$ cat src/rtl/contador_pkg.sv
// Shared types, direction encodings and modulo helper for the contador counter family.
package contador_pkg;

  typedef enum logic [1:0] {IDLE, RUN, HOLD} estado_t;

  localparam logic DIR_UP   = 1'b1;
  localparam logic DIR_DOWN = 1'b0;

  // Zero selects the default modulo; anything above the supported range clamps to it.
  function automatic int unsigned modulo_efectivo(input int unsigned modulo,
                                                  input int unsigned max_count,
                                                  input int unsigned default_mod);
    int unsigned m;
    m = (modulo == 0) ? default_mod : modulo;
    if (m > max_count) m = max_count;
    if (m == 0) m = 1;
    return m;
  endfunction

endpackage

$ cat src/rtl/contador_paso.sv
// One up/down modulo step: next count value and wrap flag for range 0..m-1.
// Purely combinational; no flow control.
module contador_paso
  import contador_pkg::*;
#(
  parameter int W = 5
) (
  input  logic [W-1:0] count,
  input  logic [W-1:0] m,
  input  logic         up_down,
  output logic [W-1:0] siguiente,
  output logic         wrap
);

  logic [W-1:0] m_max;
  assign m_max = m - W'(1);

  always_comb begin
    siguiente = count;
    wrap      = 1'b0;
    if (up_down == DIR_UP) begin
      if (count >= m_max) begin
        siguiente = '0;
        wrap      = 1'b1;
      end else begin
        siguiente = count + W'(1);
      end
    end else begin
      if (count == '0) begin
        siguiente = m_max;
        wrap      = 1'b1;
      end else if (count > m_max) begin
        // Modulo shrank below the current count: snap to the new top, not a wrap.
        siguiente = m_max;
      end else begin
        siguiente = count - W'(1);
      end
    end
  end

endmodule

$ cat src/rtl/contador_modular.sv
// Programmable up/down modulo counter with IDLE/RUN/HOLD run control and one-cycle terminal pulse.
// count/busy/done update one cycle after the qualifying edge; pulso is registered with the wrap.
module contador_modular
  import contador_pkg::*;
#(
  parameter  int MAX_COUNT   = 28,
  parameter  int DEFAULT_MOD = 28,
  localparam int W           = $clog2(MAX_COUNT + 1)
) (
  input  logic         clk,
  input  logic         rst,
  input  logic         enable,
  input  logic         up_down,
  input  logic         start,
  input  logic         stop,
  input  logic         oneshot,
  input  logic         load,
  input  logic [W-1:0] load_value,
  input  logic [W-1:0] modulo,
  output logic [W-1:0] count,
  output logic         pulso,
  output logic         busy,
  output logic         done
);

  estado_t      estado, estado_sig;
  logic [W-1:0] m_ef, m_max, count_sig, paso_sig;
  logic         pulso_sig, paso_wrap;

  assign m_ef  = W'(modulo_efectivo(32'(modulo), MAX_COUNT, DEFAULT_MOD));
  assign m_max = m_ef - W'(1);

  contador_paso #(.W(W)) u_paso (
    .count     (count),
    .m         (m_ef),
    .up_down   (up_down),
    .siguiente (paso_sig),
    .wrap      (paso_wrap)
  );

  always_comb begin
    estado_sig = estado;
    count_sig  = count;
    pulso_sig  = 1'b0;
    if (load) begin
      count_sig = (load_value > m_max) ? m_max : load_value;
    end else if (stop) begin
      estado_sig = IDLE;
    end else if (start) begin
      estado_sig = RUN;
      count_sig  = (up_down == DIR_UP) ? '0 : m_max;
    end else if (estado == RUN && enable) begin
      count_sig = paso_sig;
      if (paso_wrap) begin
        pulso_sig = 1'b1;
        if (oneshot) estado_sig = HOLD;
      end
    end
  end

  always_ff @(posedge clk or negedge rst) begin
    if (!rst) begin
      estado <= IDLE;
      count  <= '0;
      pulso  <= 1'b0;
      busy   <= 1'b0;
      done   <= 1'b0;
    end else begin
      estado <= estado_sig;
      count  <= count_sig;
      pulso  <= pulso_sig;
      busy   <= (estado_sig == RUN);
      done   <= (estado_sig == HOLD);
    end
  end

endmodule

$ cat config.mk
export PLATFORM = sky130hd
export DESIGN_NAME = contador_modular
export DESIGN_NICKNAME = d
export VERILOG_FILES = /design/src/rtl/contador_pkg.sv /design/src/rtl/contador_paso.sv /design/src/rtl/contador_modular.sv
export SDC_FILE = /design/constraint.sdc
export NUM_CORES = 1
export LEC_CHECK = 0
export BUFFER_PORTS_ARGS = -buffer_cell sky130_fd_sc_hd__buf_2
export CAP_MARGIN = 20
export CORE_MARGIN = 5
export CORE_UTILIZATION = 40
export CTS_BUF_LIST = sky130_fd_sc_hd__clkbuf_8
export DETAILED_ROUTE_END_ITERATION = 16
export HOLD_SLACK_MARGIN = 0.1
export PLACE_DENSITY = 0.57
export SLEW_MARGIN = 25
export SYNTH_ARGS = -nofsm -noshare
export SYNTH_HDL_FRONTEND = slang
export SYNTH_HIERARCHICAL = 1
export SYNTH_SLANG_ARGS = --single-unit
$ cat constraint.sdc
create_clock -name clk -period 6 [get_ports clk]
set_input_delay 0.6 -clock clk [delete_from_list [all_inputs] [get_ports clk]]
set_output_delay 0.6 -clock clk [all_outputs]
set_load 0.02 [all_outputs]
==> impl_metrics.py <==
metrics = {
    "routing": {
        "via_per_inst": 5.65,
        "wl_per_cell_microns": 14.8,
        "drc": 0,
        "vias": 1294,
        "drtIter0Drc": 67,
        "drtPass1Iterations": 4,
        "routed_wirelength_microns": 3390,
        "ant_nets": 0,
    },
    "global_routing": {
        "antenna_found_initial": 0,
        "grt_use_total_pct": 16.1,
        "grt_start_max_net_pins": 19,
        "grt_pass1_vias": 1279,
        "grt_use_met1_pct": 21.7,
        "busiest_layer": "met2",
        "grt_overflow": 0,
        "grt_pass1_wl_microns": 5750,
        "grtUsageMet2_pct": 26.7,
        "met3_usage_pct": 3.49,
    },
    "finish": {
        "post-route-cell-area_sq_um": 1520,
        "drive_above_1_share_pct": 23.8,
        "ff_latch_area_sq_um": 250,
        "multi_input_area_sq_um": 975,
        "instances_no_fill": 229,
        "area_growth_pct": 16.2,
        "layout.nets": 218,
        "fill_cells": 336,
        "diodes": 0,
    },
    "power": {
        "p_switching_uw": 150,
        "ir_worst_vdd_mv": 0.0848,
        "internal_power_uw": 215,
        "clkPwrFrac_pct": 23.2,
        "p_comb_share_pct": 50.5,
        "power_frac_seq_pct": 26.2,
        "p_per_area_nw_per_um2": 239,
        "static-leakage-power_uw": 0.000710,
        "p_sw_share_pct": 41.1,
    },
    "cts": {
        "cts.sinks": 10,
        "post_cts_buffers": 0,
        "h-tree-depth": 1,
        "ctsResizeCount": 0,
        "cts_buffers": 3,
        "root_buffer": "clkbuf_8",
        "clkTransAtPathRegs_ns": 0.05,
        "clk_latency_ns": 0.24,
        "cts_tree": "done",
        "hold_buffers": 0,
        "clockBufferDepth": 2,
    },
    "timing": {
        "layout_min_cycle_time_ns": 3.53,
        "worstMarginPinSlew_ns": 0.594,
        "finalSetupViolCount": 0,
        "fin_crit_sh_pct": 58.8,
        "final.setup_skew_ns": 0.000595,
        "slew_violations": 0,
        "fin_hold_ws_ns": 0.216,
        "tns_ns": 0,
        "rsz0062_at_grt": "false",
        "hold_viol": 0,
        "slew_headroom_pct": 59.9,
        "setup_slack_ns": 2.47,
        "clock.fmax_ghz": 0.283,
    },
    "setup_path": {
        "criticalPathCategory": "in2reg",
        "end_kind": "flip-flop",
        "required_ns": 6.15,
        "start_kind": "input port",
        "cp_max_fo": 7,
        "arrival_ns": 3.68,
    },
    "floorplan": {
        "dieArea_sq_um": 4520,
        "core-area_sq_um": 3100,
        "initial_core_util_pct": 42.3,
        "die_h_microns": 67.3,
        "die_w_microns": 67.3,
        "rows": 20,
        "io_pins": 26,
    },
    "synthesis": {
        "synth_edf_count": 0,
        "synthFlopType": "dfrtp_1",
        "syn_area_sq_um": 1310,
        "ys_warn_count": 6,
        "seq_area_frac_synth_pct": 19.1,
        "synth_cell_types": 55,
        "synth_seq_cells": 10,
        "synthCells": 160,
        "syn_avg_cell_area_sq_um": 8.20,
        "async_flop_share_pct": 100,
        "syn-num-nets": 192,
    },
    "placed_design": {
        "place_ws_ns": 2.24,
        "post-dp-hpwl_microns": 2740,
        "place_congestion": 0.848,
        "place_area_sq_um": 1470,
        "dp_cells": 225,
        "io_buffers": 25,
    },
    "status": {
        "status": "finished clean",
    },
    "run": {
        "cap_violations": 0,
    },
    "worst_hold_path": {
        "min-delay-path-class": "in2async",
    },
}
## cells by family (layout without fill, tap and decap cells)
family,Yosys count,after routing,share of synthesized area [%]
xor gates and xnor gates,8,8,5.34
and+or+nand+nor,57,57,25.5
buffers and inverters,21,46,6.58
AOI/OAI and AO/OA,49,49,29.4
muxes,1,1,0.763
adders and majority gates,14,14,13.4
DFF,10,10,19.1
## power by group through the flow
stage	Clock [uW]	Sequential, uW	Combinational [uW]
after global routing	90.0	98.0	206
after CTS	86.0	96.3	184
after floorplan	0	101	129
final	84.6	95.6	184
after detailed placement	0	97.0	183
after global placement	0	97.1	181
## critical path, cell delays in order
cell and delay, ns:
buf_2 0.17, nand3_1 0.10, nand2_1 0.14, inv_1 0.11
inv_1 0.09, ha_1 0.18, nor3b_1 0.23, xnor2_1 0.14
ha_1 0.31, nand2_1 0.08, a211oi_2 0.28, o21bai_2 0.17
and2_4 0.20, o311ai_1 0.22, nor2b_1 0.16, mux2i_1 0.07
o21ai_1 0.19, a31oi_1 0.06, o221ai_1 0.17
## Yosys cell counts, types with 2 or more instances
master     n  share of area [%]
inv_1     17                4.9
ha_1      14                 13
nand2_1   14                4.0
dfrtp_1   10                 19
nor2_1    10                2.9
nand3_1    9                3.4
a21oi_1    8                3.1
xnor2_1    6                4.0
nor3_1     4                1.5
o21ai_0    4                1.5
o311ai_1   4                2.7
clkbuf_1   3               0.86
o21a_1     3                1.7
o21ai_1    3                1.1
o221ai_1   3                2.0
and2_1     2               0.95
nand2b_1   2               0.95
nand4_1    2               0.95
nor2b_1    2               0.95
o22a_1     2                1.3
o22ai_1    2               0.95
o32ai_1    2                1.3
xor2_1     2                1.3
## placed cells by master (no fill, tap or decap), types with 2 or more instances in the layout
master    count
nor2b_1       2
o21ai_1       3
ha_1         14
o21ai_0       4
xor2_1        2
nand2_1      14
nor3_1        4
o22ai_1       2
o22a_1        2
clkbuf_8      4
nand4_1       2
a21oi_1       8
and2_1        2
inv_1        17
nor2_1       10
dfrtp_1      10
nand3_1       9
o221ai_1      3
xnor2_1       6
o32ai_1       2
o21a_1        3
nand2b_1      2
buf_2        25
o311ai_1      4
## worst paths after layout
path                           start        end  slack (ns)  cells after the start
max                        modulo[4]   count[3]        2.47                     19
min                              rst   count[0]        0.22                      1
max reg2reg                 count[0]   count[3]        3.40                     12
min reg2reg                estado[1]  estado[1]        0.53                      1
max in group asynchronous        rst   count[1]        5.59                      1
min in group clk           estado[1]  estado[1]        0.53                      1
## metrics by stage
| stage | util [%] | total power [uW] |
|---|---|---|
| 4_1_cts | 49.1 | 367 |
| 5_1_grt | 49.1 | 394 |
| 3_5_place_dp | 47.3 | 280 |
| 2_1_floorplan | - | 230 |
| 6_report | 49.1 | 364 |
| 3_3_place_gp | 47.3 | 278 |
## layer usage
layer  part of all wire [%]  up-vias
met1                     48      609
met5                      0        -
met4                   0.50        0
met2                     45       42
met3                    7.0        3
li1                       -      640
## layout make-up
| cell class | count | area share, % |
|---|---|---|
| tap | 44 | 3.61 |
| multi-input combinational | 129 | 64.0 |
| timing repair buffer | 25 | 8.21 |
| clock buffer | 4 | 3.61 |
| sequential | 10 | 16.4 |
| inverter | 17 | 4.19 |
## state kept, by name, summed over array words and instances, names as in the netlist
name,cells
done,1
estado,2
pulso,1
busy,1
count,5
(Power assumes the default switching activity.)
